## config.mk

```make
export PLATFORM = sky130hd
export DESIGN_NAME = seg_display_arbiter
export DESIGN_NICKNAME = d
export VERILOG_FILES = /design/src/rtl/disp_pkg.sv /design/src/rtl/rr_arbiter.sv /design/src/rtl/seg_display_arbiter.sv
export SDC_FILE = /design/constraint.sdc
export NUM_CORES = 1
export LEC_CHECK = 0
export CAP_MARGIN = 25
export CORE_UTILIZATION = 25
export DETAILED_ROUTE_END_ITERATION = 6
export SYNTH_ARGS = -nofsm -noshare
export SYNTH_HDL_FRONTEND = slang
export SYNTH_HIERARCHICAL = 1
export SYNTH_SLANG_ARGS = --single-unit
```

## constraint.sdc

```tcl
create_clock -name clk -period 4.55 [get_ports clk]
set_input_delay 1.365 -clock clk [delete_from_list [all_inputs] [get_ports clk]]
set_output_delay 1.365 -clock clk [all_outputs]
set_load 0.005 [all_outputs]
```

## src/rtl/disp_pkg.sv

```systemverilog
// Shared constants and state encoding for the seven-segment display arbiter.
package disp_pkg;

    localparam int DIGITS = 8;
    localparam int NUM_W  = 4 * DIGITS;

    localparam logic [NUM_W-1:0] BLANK_VALUE_DEF = {NUM_W{1'b1}};
    localparam logic [NUM_W-1:0] IDLE_VALUE_DEF  = {NUM_W{1'b0}};

    typedef enum logic [1:0] {
        ST_IDLE = 2'd0,
        ST_HOLD = 2'd1,
        ST_GAP  = 2'd2
    } state_t;

endpackage

```

## src/rtl/rr_arbiter.sv

```systemverilog
// Combinational rotating-priority picker: lowest-index urgent request wins,
// otherwise the first request found searching upward from rr_ptr.
module rr_arbiter #(
    parameter int N_REQ = 4,
    parameter int ID_W  = $clog2(N_REQ)
) (
    input  logic [N_REQ-1:0] req,
    input  logic [N_REQ-1:0] urgent,
    input  logic [ID_W-1:0]  rr_ptr,
    output logic [ID_W-1:0]  winner,
    output logic             any_valid
);

    logic [N_REQ-1:0] hot;
    int               idx;

    // NOTE: every signal written here gets a default first, so no path leaves it unassigned (no latch).
    always_comb begin
        winner    = '0;
        idx       = 0;
        hot       = req & urgent;
        any_valid = |req;
        // Loops run from lowest to highest priority; the last hit is kept.
        if (|hot) begin
            for (int i = N_REQ - 1; i >= 0; i--) begin
                if (hot[i]) winner = ID_W'(i);
            end
        end else begin
            for (int k = N_REQ - 1; k >= 0; k--) begin
                idx = int'(rr_ptr) + k;
                if (idx >= N_REQ) idx = idx - N_REQ;
                if (req[idx]) winner = ID_W'(idx);
            end
        end
    end

endmodule

```

## src/rtl/seg_display_arbiter.sv

```systemverilog
// Shares one 8-digit display between requesters: round-robin with minimum
// hold time, blank gap between owners and urgent preemption.
module seg_display_arbiter
    import disp_pkg::*;
#(
    parameter int               N_REQ       = 4,
    parameter int               HOLD_CYCLES = 50_000_000,
    parameter int               GAP_CYCLES  = 2_500_000,
    parameter logic [NUM_W-1:0] IDLE_VALUE  = IDLE_VALUE_DEF,
    parameter logic [NUM_W-1:0] BLANK_VALUE = BLANK_VALUE_DEF
) (
    input  logic                       clk,
    input  logic                       rst,
    input  logic [N_REQ-1:0]           req,
    input  logic [N_REQ-1:0]           urgent,
    input  logic [NUM_W*N_REQ-1:0]     req_data,
    output logic [N_REQ-1:0]           grant,
    output logic [$clog2(N_REQ)-1:0]   owner_id,
    output logic [NUM_W-1:0]           disp_number,
    output logic                       disp_valid
);

    localparam int ID_W   = $clog2(N_REQ);
    localparam int HOLD_W = $clog2(HOLD_CYCLES + 1);
    localparam int GAP_W  = (GAP_CYCLES > 0) ? $clog2(GAP_CYCLES + 1) : 1;

    state_t            state, state_nxt;
    logic [ID_W-1:0]   rr_ptr, rr_nxt;
    logic [HOLD_W-1:0] hold_cnt, hold_nxt;
    logic [GAP_W-1:0]  gap_cnt, gap_nxt;
    logic [N_REQ-1:0]  grant_nxt;
    logic [ID_W-1:0]   owner_nxt;
    logic [NUM_W-1:0]  number_nxt;
    logic              valid_nxt;

    logic [N_REQ-1:0]  owner_mask, arb_req;
    logic [ID_W-1:0]   winner;
    logic              arb_any, preempt, hold_done, gap_done;
    logic              take_grant, go_gap, go_idle;

    // While holding, the owner is hidden from the picker so "another request"
    // and "urgent from a non-owner" both fall out of the masked vector.
    always_comb begin
        owner_mask = '0;
        if (state == ST_HOLD) owner_mask[owner_id] = 1'b1;
    end

    assign arb_req   = req & ~owner_mask;
    assign preempt   = |(arb_req & urgent);
    assign hold_done = (hold_cnt == HOLD_W'(HOLD_CYCLES - 1));
    assign gap_done  = (gap_cnt == GAP_W'(GAP_CYCLES - 1));

    rr_arbiter #(.N_REQ(N_REQ), .ID_W(ID_W)) u_rr_arbiter (
        .req       (arb_req),
        .urgent    (urgent),
        .rr_ptr    (rr_ptr),
        .winner    (winner),
        .any_valid (arb_any)
    );

    always_comb begin
        state_nxt  = state;
        grant_nxt  = grant;
        owner_nxt  = owner_id;
        number_nxt = disp_number;
        valid_nxt  = disp_valid;
        rr_nxt     = rr_ptr;
        hold_nxt   = hold_cnt;
        gap_nxt    = gap_cnt;
        take_grant = 1'b0;
        go_gap     = 1'b0;
        go_idle    = 1'b0;

        case (state)
            ST_IDLE: take_grant = arb_any;
            ST_HOLD: begin
                number_nxt = req_data[int'(owner_id)*NUM_W +: NUM_W];
                if (!req[owner_id]) begin
                    go_gap  = arb_any;
                    go_idle = !arb_any;
                end else if (preempt) begin
                    go_gap = 1'b1;
                end else if (hold_done) begin
                    go_gap   = arb_any;
                    hold_nxt = '0;
                end else begin
                    hold_nxt = hold_cnt + HOLD_W'(1);
                end
            end
            ST_GAP: begin
                if (gap_done) begin
                    take_grant = arb_any;
                    go_idle    = !arb_any;
                end else begin
                    gap_nxt = gap_cnt + GAP_W'(1);
                end
            end
            default: go_idle = 1'b1;
        endcase

        // With no gap configured the next owner is granted on the same edge.
        if (go_gap && GAP_CYCLES == 0) begin
            go_gap     = 1'b0;
            take_grant = 1'b1;
        end

        if (take_grant) begin
            state_nxt         = ST_HOLD;
            grant_nxt         = '0;
            grant_nxt[winner] = 1'b1;
            owner_nxt         = winner;
            valid_nxt         = 1'b1;
            number_nxt        = req_data[int'(winner)*NUM_W +: NUM_W];
            rr_nxt            = (winner == ID_W'(N_REQ - 1)) ? '0 : winner + ID_W'(1);
            hold_nxt          = '0;
        end else if (go_gap) begin
            state_nxt  = ST_GAP;
            grant_nxt  = '0;
            valid_nxt  = 1'b0;
            number_nxt = BLANK_VALUE;
            gap_nxt    = '0;
        end else if (go_idle) begin
            state_nxt  = ST_IDLE;
            grant_nxt  = '0;
            valid_nxt  = 1'b0;
            number_nxt = IDLE_VALUE;
        end
    end

    // NOTE: state registers use non-blocking assignments so every flop samples pre-edge values.
    always_ff @(posedge clk) begin
        if (rst) begin
            state       <= ST_IDLE;
            grant       <= '0;
            owner_id    <= '0;
            disp_number <= IDLE_VALUE;
            disp_valid  <= 1'b0;
            rr_ptr      <= '0;
            hold_cnt    <= '0;
            gap_cnt     <= '0;
        end else begin
            state       <= state_nxt;
            grant       <= grant_nxt;
            owner_id    <= owner_nxt;
            disp_number <= number_nxt;
            disp_valid  <= valid_nxt;
            rr_ptr      <= rr_nxt;
            hold_cnt    <= hold_nxt;
            gap_cnt     <= gap_nxt;
        end
    end

endmodule

```

# == Word-level counts from Yosys, hierarchy flattened ==
# Index checks and enable logic that the tools add are counted.
# classes
n_addsub,10
n_lt_le_gt_ge,12
eq_ne,5
shift,2
muxes,64
bitwise,4
reduce_logical,11
# op_table
op,n
32-bit 2-to-1 mux,12
128-bit by 8-bit variable part select with 32-bit output,2
32-bit by 4-bit less-than comparator with 1-bit output (second input constant),4
32-bit by 4-bit greater-or-equal comparator with 1-bit output (second input constant),3
32-bit by 4-bit subtractor with 32-bit output (second input constant),3
22-bit 2-to-1 mux,4
26-bit by 1-bit adder with 26-bit output (second input constant),1
26-bit == test (second input constant),1
26-bit 2-to-1 mux,1
2-bit 2-to-1 mux,12
22-bit by 1-bit adder with 22-bit output (second input constant),1
22-bit == test (second input constant),1
1-bit 2-to-1 mux,22
4-bit 2-to-1 mux,4
1-bit binary-select mux with 2-bit select,5
4-bit bitwise AND,2
4-bit OR reduction,2
2-bit by 2-bit adder with 3-bit output (second input constant),2
2-bit by 3-bit less-than comparator with 1-bit output (second input constant),2
1-bit demux with 2-bit select,2
2-bit == test (second input constant),2
2-bit by 1-bit greater-or-equal comparator with 1-bit output (second input constant),2
4-bit inverter,1
4-bit nonzero test,1
other kinds (15),16
# word_totals
ff_bits,91
input_bits,138
out_inout_bits,39

# == Longest topological paths before layout ==
# depth
ltp_word,23
depth_mapped,15

# == Modules after synthesis ==
# The synthesis kept the hierarchy.
# by_module_without_submodules
module,instances,cells_per_inst,area_each_um2,seq_area_each_um2
seg_display_arbiter,1,671,6282.3,1801.7
rr_arbiter,1,27,173.9,0.0

# == Least setup slack after synthesis ==
# Ideal clock, no wire load.
# synth_path
kind,input-to-reg
startpoint,in req[2]
endpoint,reg disp_number[10]
setup_ns,0.122
t_arrival_ns,3.678
slack_ns,0.750
cell_stages,13
path_cell_list,nor2b_1 buf_6 or3_1 a21oi_1 o21ai_1 a41oi_1 clkbuf_1 clkbuf_1 mux4_2 nor2_1 nor2_1 a22oi_1 a21oi_1
# synth_via
elab_chain_cells,11
word_cells_on_any_way,41
# synth_lines
element,line_no,text
"start, declared",seg_display_arbiter.sv:14,"input logic [N_REQ-1:0] req,"
4-bit bitwise AND (*),seg_display_arbiter.sv:48,assign arb_req = req & ~owner_mask;
1-bit binary-select mux with 2-bit select,rr_arbiter.sv:32,if (req[idx]) winner = ID_W'(idx);
1-bit 2-to-1 mux (not written as such) (2 in a row),rr_arbiter.sv:32,
2-bit 2-to-1 mux (4 in a row),rr_arbiter.sv:32,
2-bit 2-to-1 mux (*),rr_arbiter.sv:24,if (|hot) begin
named net winner[1],seg_display_arbiter.sv:37,logic [ID_W-1:0] winner;
128-bit by 8-bit variable part select with 32-bit output (*),seg_display_arbiter.sv:113,number_nxt = req_data[int'(winner)*NUM_W +: NUM_W];
32-bit 2-to-1 mux (*),seg_display_arbiter.sv:107,if (take_grant) begin
"end signal, assigned",seg_display_arbiter.sv:145,disp_number <= number_nxt;
"end, declared",seg_display_arbiter.sv:19,"output logic [NUM_W-1:0] disp_number,"
# The timed path passes the listed nets; every way through them passes the cells marked *. The select of a mux whose other input is x is not followed.
# A chain may end at the register's enable or synchronous reset.

# == Worst setup path after layout ==
# layout_path
startpoint,in req[2]
endpoint,reg disp_number[30]
# layout_via
elab_chain_cells,11
word_cells_on_any_way,41
# layout_lines
element,line_no,text
4-bit bitwise AND (*),seg_display_arbiter.sv:48,
named net arb_req[2],seg_display_arbiter.sv:36,"logic [N_REQ-1:0] owner_mask, arb_req;"
1-bit binary-select mux with 2-bit select,rr_arbiter.sv:32,
1-bit 2-to-1 mux (not written as such) (2 in a row),rr_arbiter.sv:32,
2-bit 2-to-1 mux (4 in a row),rr_arbiter.sv:32,
2-bit 2-to-1 mux (*),rr_arbiter.sv:24,
named net winner[0],seg_display_arbiter.sv:37,
128-bit by 8-bit variable part select with 32-bit output (*),seg_display_arbiter.sv:113,
32-bit 2-to-1 mux (*),seg_display_arbiter.sv:107,
# Marked as above.

==> results_dict.tcl <==
set metrics [dict create \
    yosys.area_share.xor_xnor_pct 2.17 \
    ys_types 63 \
    cellLeakagePower_nw 2.88 \
    start_util_pct 25.6 \
    clk_path_buf_depth 2 \
    ios 177 \
    die_w_um 163 \
    synth-edff-count 0 \
    path_buf_inv 2 \
    worstPathCellList "clkdlybuf4s50_1 -> nor2b_1 -> or2b_1 -> a21oi_1 -> a31oi_1 -> a31o_2 -> buf_12 -> mux4_2 -> nor2_1 -> nor2_1 -> a22oi_1 -> a21oi_1" \
    path_class "in -> reg" \
    crit_fanout 37 \
    cts-hold-fix-buffers 0 \
    crit_required_ns 4.77 \
    routedWlPerCell_um 16.9 \
    antennaDiodeCount 0 \
    timing.rr.start "state[1]" \
    status "completed" \
    core_area_sq_um 25300 \
    ys_ff_latch 90 \
    hold_end "hold_cnt[25]" \
    crit_arrival_ns 4.08 \
    drv_cap 0 \
    grt_remaining_overflow 0 \
    synthCells 698 \
    synth_fp_nets 842 \
    synthMuxAreaShare_pct 23.2 \
    min-delay-start "hold_cnt[25]" \
    synth_largest_area_cell "dfxtp_1" \
    nets 989 \
    synthTopCellsByArea "dfxtp_1 28%, mux4_2 23%, a22oi_1 7.6%, a21oi_1 5.6%, nor2_1 5.1%" \
    antenna_found_initial 3 \
    avgSynthCellArea_sq_um 9.25 \
    cts_made_buffers 9 \
    tns_ns 0 \
    crit_family "simple AND/OR/NAND/NOR gates" \
    slowest_stage "clkdlybuf4s50_1" \
    rsz0062_at_grt "no" \
    dpl-instance-area_sq_um 8540 \
    final_area_sq_um 8870 \
    yosysTopAreaCellShare_pct 27.9 \
    via_count 6242 \
    maxSlewHeadroom_pct 46.2 \
    port_buffers 176 \
    finalWeightedCongestion 0.774 \
    drc_errors 0 \
    yosys_warnings 6 \
    slowest_delay_ns 0.50 \
    wl_met1_um 8260 \
    drv_slew 0 \
    cts_root_buf "clkbuf_16" \
    routed.top_layer "met5" \
    finalHoldViolations 0 \
    hold_depth 2 \
    fmax_ghz 0.259 \
    synth-compound-area-share_pct 20.2 \
    cp-start-kind "input port" \
    final.period_utilization_pct 85.0 \
    syn-cell-area_sq_um 6460 \
    die_area_sq_um 26500 \
    setup_violations 0 \
    syn_to_final_growth_pct 37.5 \
    ys_seq_area_share_pct 27.9 \
    grt_pass1_vias 5957 \
    ys_async_sr_fraction_pct 0 \
    first_pass_iters 4 \
    post_cts_buffers 0 \
    rr_endpoint "disp_number[30]" \
    cts.sinks 90 \
    clk_latency_ns 0.35 \
    vdd_drop_max_mv 0.249 \
    fin_skew_ns 0.00978 \
    cts_tree "yes" \
    max_slew.worst_pin.slew_ns 0.799 \
    drt-total-wl_um 19900 \
    critical_path.endpoint_type "register" \
    grt_use_total_pct 15.1 \
    dp_hpwl_um 13900 \
    r2r_cells 12 \
    htreeDepth 3 \
    r2r_slack_ns 1.31 \
    grt_pass1_wl_um 31500 \
    grt_max_degree 65 \
    yosys.area_share.simple_pct 20.3 \
    min_path_type "reg -> reg" \
    dr_wl_met3_um 1390 \
    clk_pin_slew_ns 0.07 \
    fin_crit_ns 3.87 \
    ctsResizeCount 0 \
    drt_iter0_drc 347 \
    synth_top_family_by_area "multiplexers" \
    ant_nets 0 \
    layout-drive-gt1-share_pct 13.5 \
    ys.flop_type "dfxtp_1" \
    power_density_nw_per_um2 466 \
    dr_wl_met2_um 9870 \
    synthAdderAreaFrac_pct 1.16 \
    viasPerCell 5.29 \
    die_y_um 163 \
    row_count 58 \
]
==> tightest hold or removal path: stages (launching register included) <==
cell,delay [ns]
dfxtp_1,0.31
o21ai_0,0.07
a21oi_1,0.06
==> synth_stat cells, drive strengths merged (13+ instances only) <==
master / number
a21oi: 72
a22oi: 65
buf: 26
clkbuf: 31
dfxtp: 90
inv: 14
mux4: 65
nand2: 28
nand3: 17
nand4: 14
nor2: 87
nor4: 13
o21ai: 27
or3: 20
or4: 15
==> layout make-up <==
type	instances	area, sq um
Inverter	14	52.6
Fill cell	2596	16400
Clock buffer	11	243
Clock inverter	5	63.8
Sequential cell	90	1800
Multi-Input combinational cell	537	4370
Tap cell	330	413
Timing Repair Buffer	193	1930
==> sequential cells by signal, indices dropped and copies added (netlist names) <==
register / flops
disp_number: 32
disp_valid: 1
gap_cnt: 22
grant: 4
hold_cnt: 26
owner_id: 2
rr_ptr: 2
state: 1
==> worst max-delay path by stage <==
| stage | cells after the start | end | slack (ns) | start |
|---|---|---|---|---|
| CTS | 10 | rr_ptr[0] | 0.70 | req[2] |
| detailed placement | 12 | disp_number[30] | 0.32 | req[2] |
| global placement | 12 | disp_number[24] | 0.36 | req[2] |
| global route | 12 | disp_number[26] | 0.44 | req[2] |
| finish | 12 | disp_number[30] | 0.68 | req[2] |
| floorplan | 13 | disp_number[10] | 0.75 | req[2] |
==> cell families after synthesis <==
kind of cell / Yosys count
compound gates: 202
flops: 90
xor+xnor: 16
mux: 68
simple gates: 245
fa+ha+maj: 6
buf+inv: 71
==> metrics by stage <==
step	setup slack (ns)	power (mW)	hold WS, ns	utilization [%]	std cells
final	0.683	4.14	0.489	35.1	1180
after global routing	0.445	4.43	0.517	35.1	1180
after CTS	0.696	4.19	0.494	35.0	1179
after detailed placement	0.319	3.38	0.485	33.8	1163
after global placement	0.358	3.36	0.472	33.8	1163
after floorplan	0.750	2.49	0.456	-	698
==> cell usage in the layout, fill, tap and decap left out, drive strengths merged, types with 14 or more instances in the layout <==
cell type        n
nand2           28
mux4            65
or3             20
clkdlybuf4s50  176
dfxtp           90
a22oi           65
a21oi           72
inv             14
nor2            87
or4             15
nand3           17
nand4           14
buf             16
o21ai           27
==> routing by layer <==
metal / vias to the layer above / global-route usage, %
li1: 3012 / -
met1: 3010 / 18.1
met2: 186 / 25.8
met3: 28 / 4.38
met4: 6 / 4.46
met5: - / 0
==> report_power, final <==
part	switching, mW	internal [mW]
clock	0.333	0.444
combinational	1.06	1.13
sequential	0.195	0.978
total	1.58	2.55
Power figures use the tool's default switching activity.
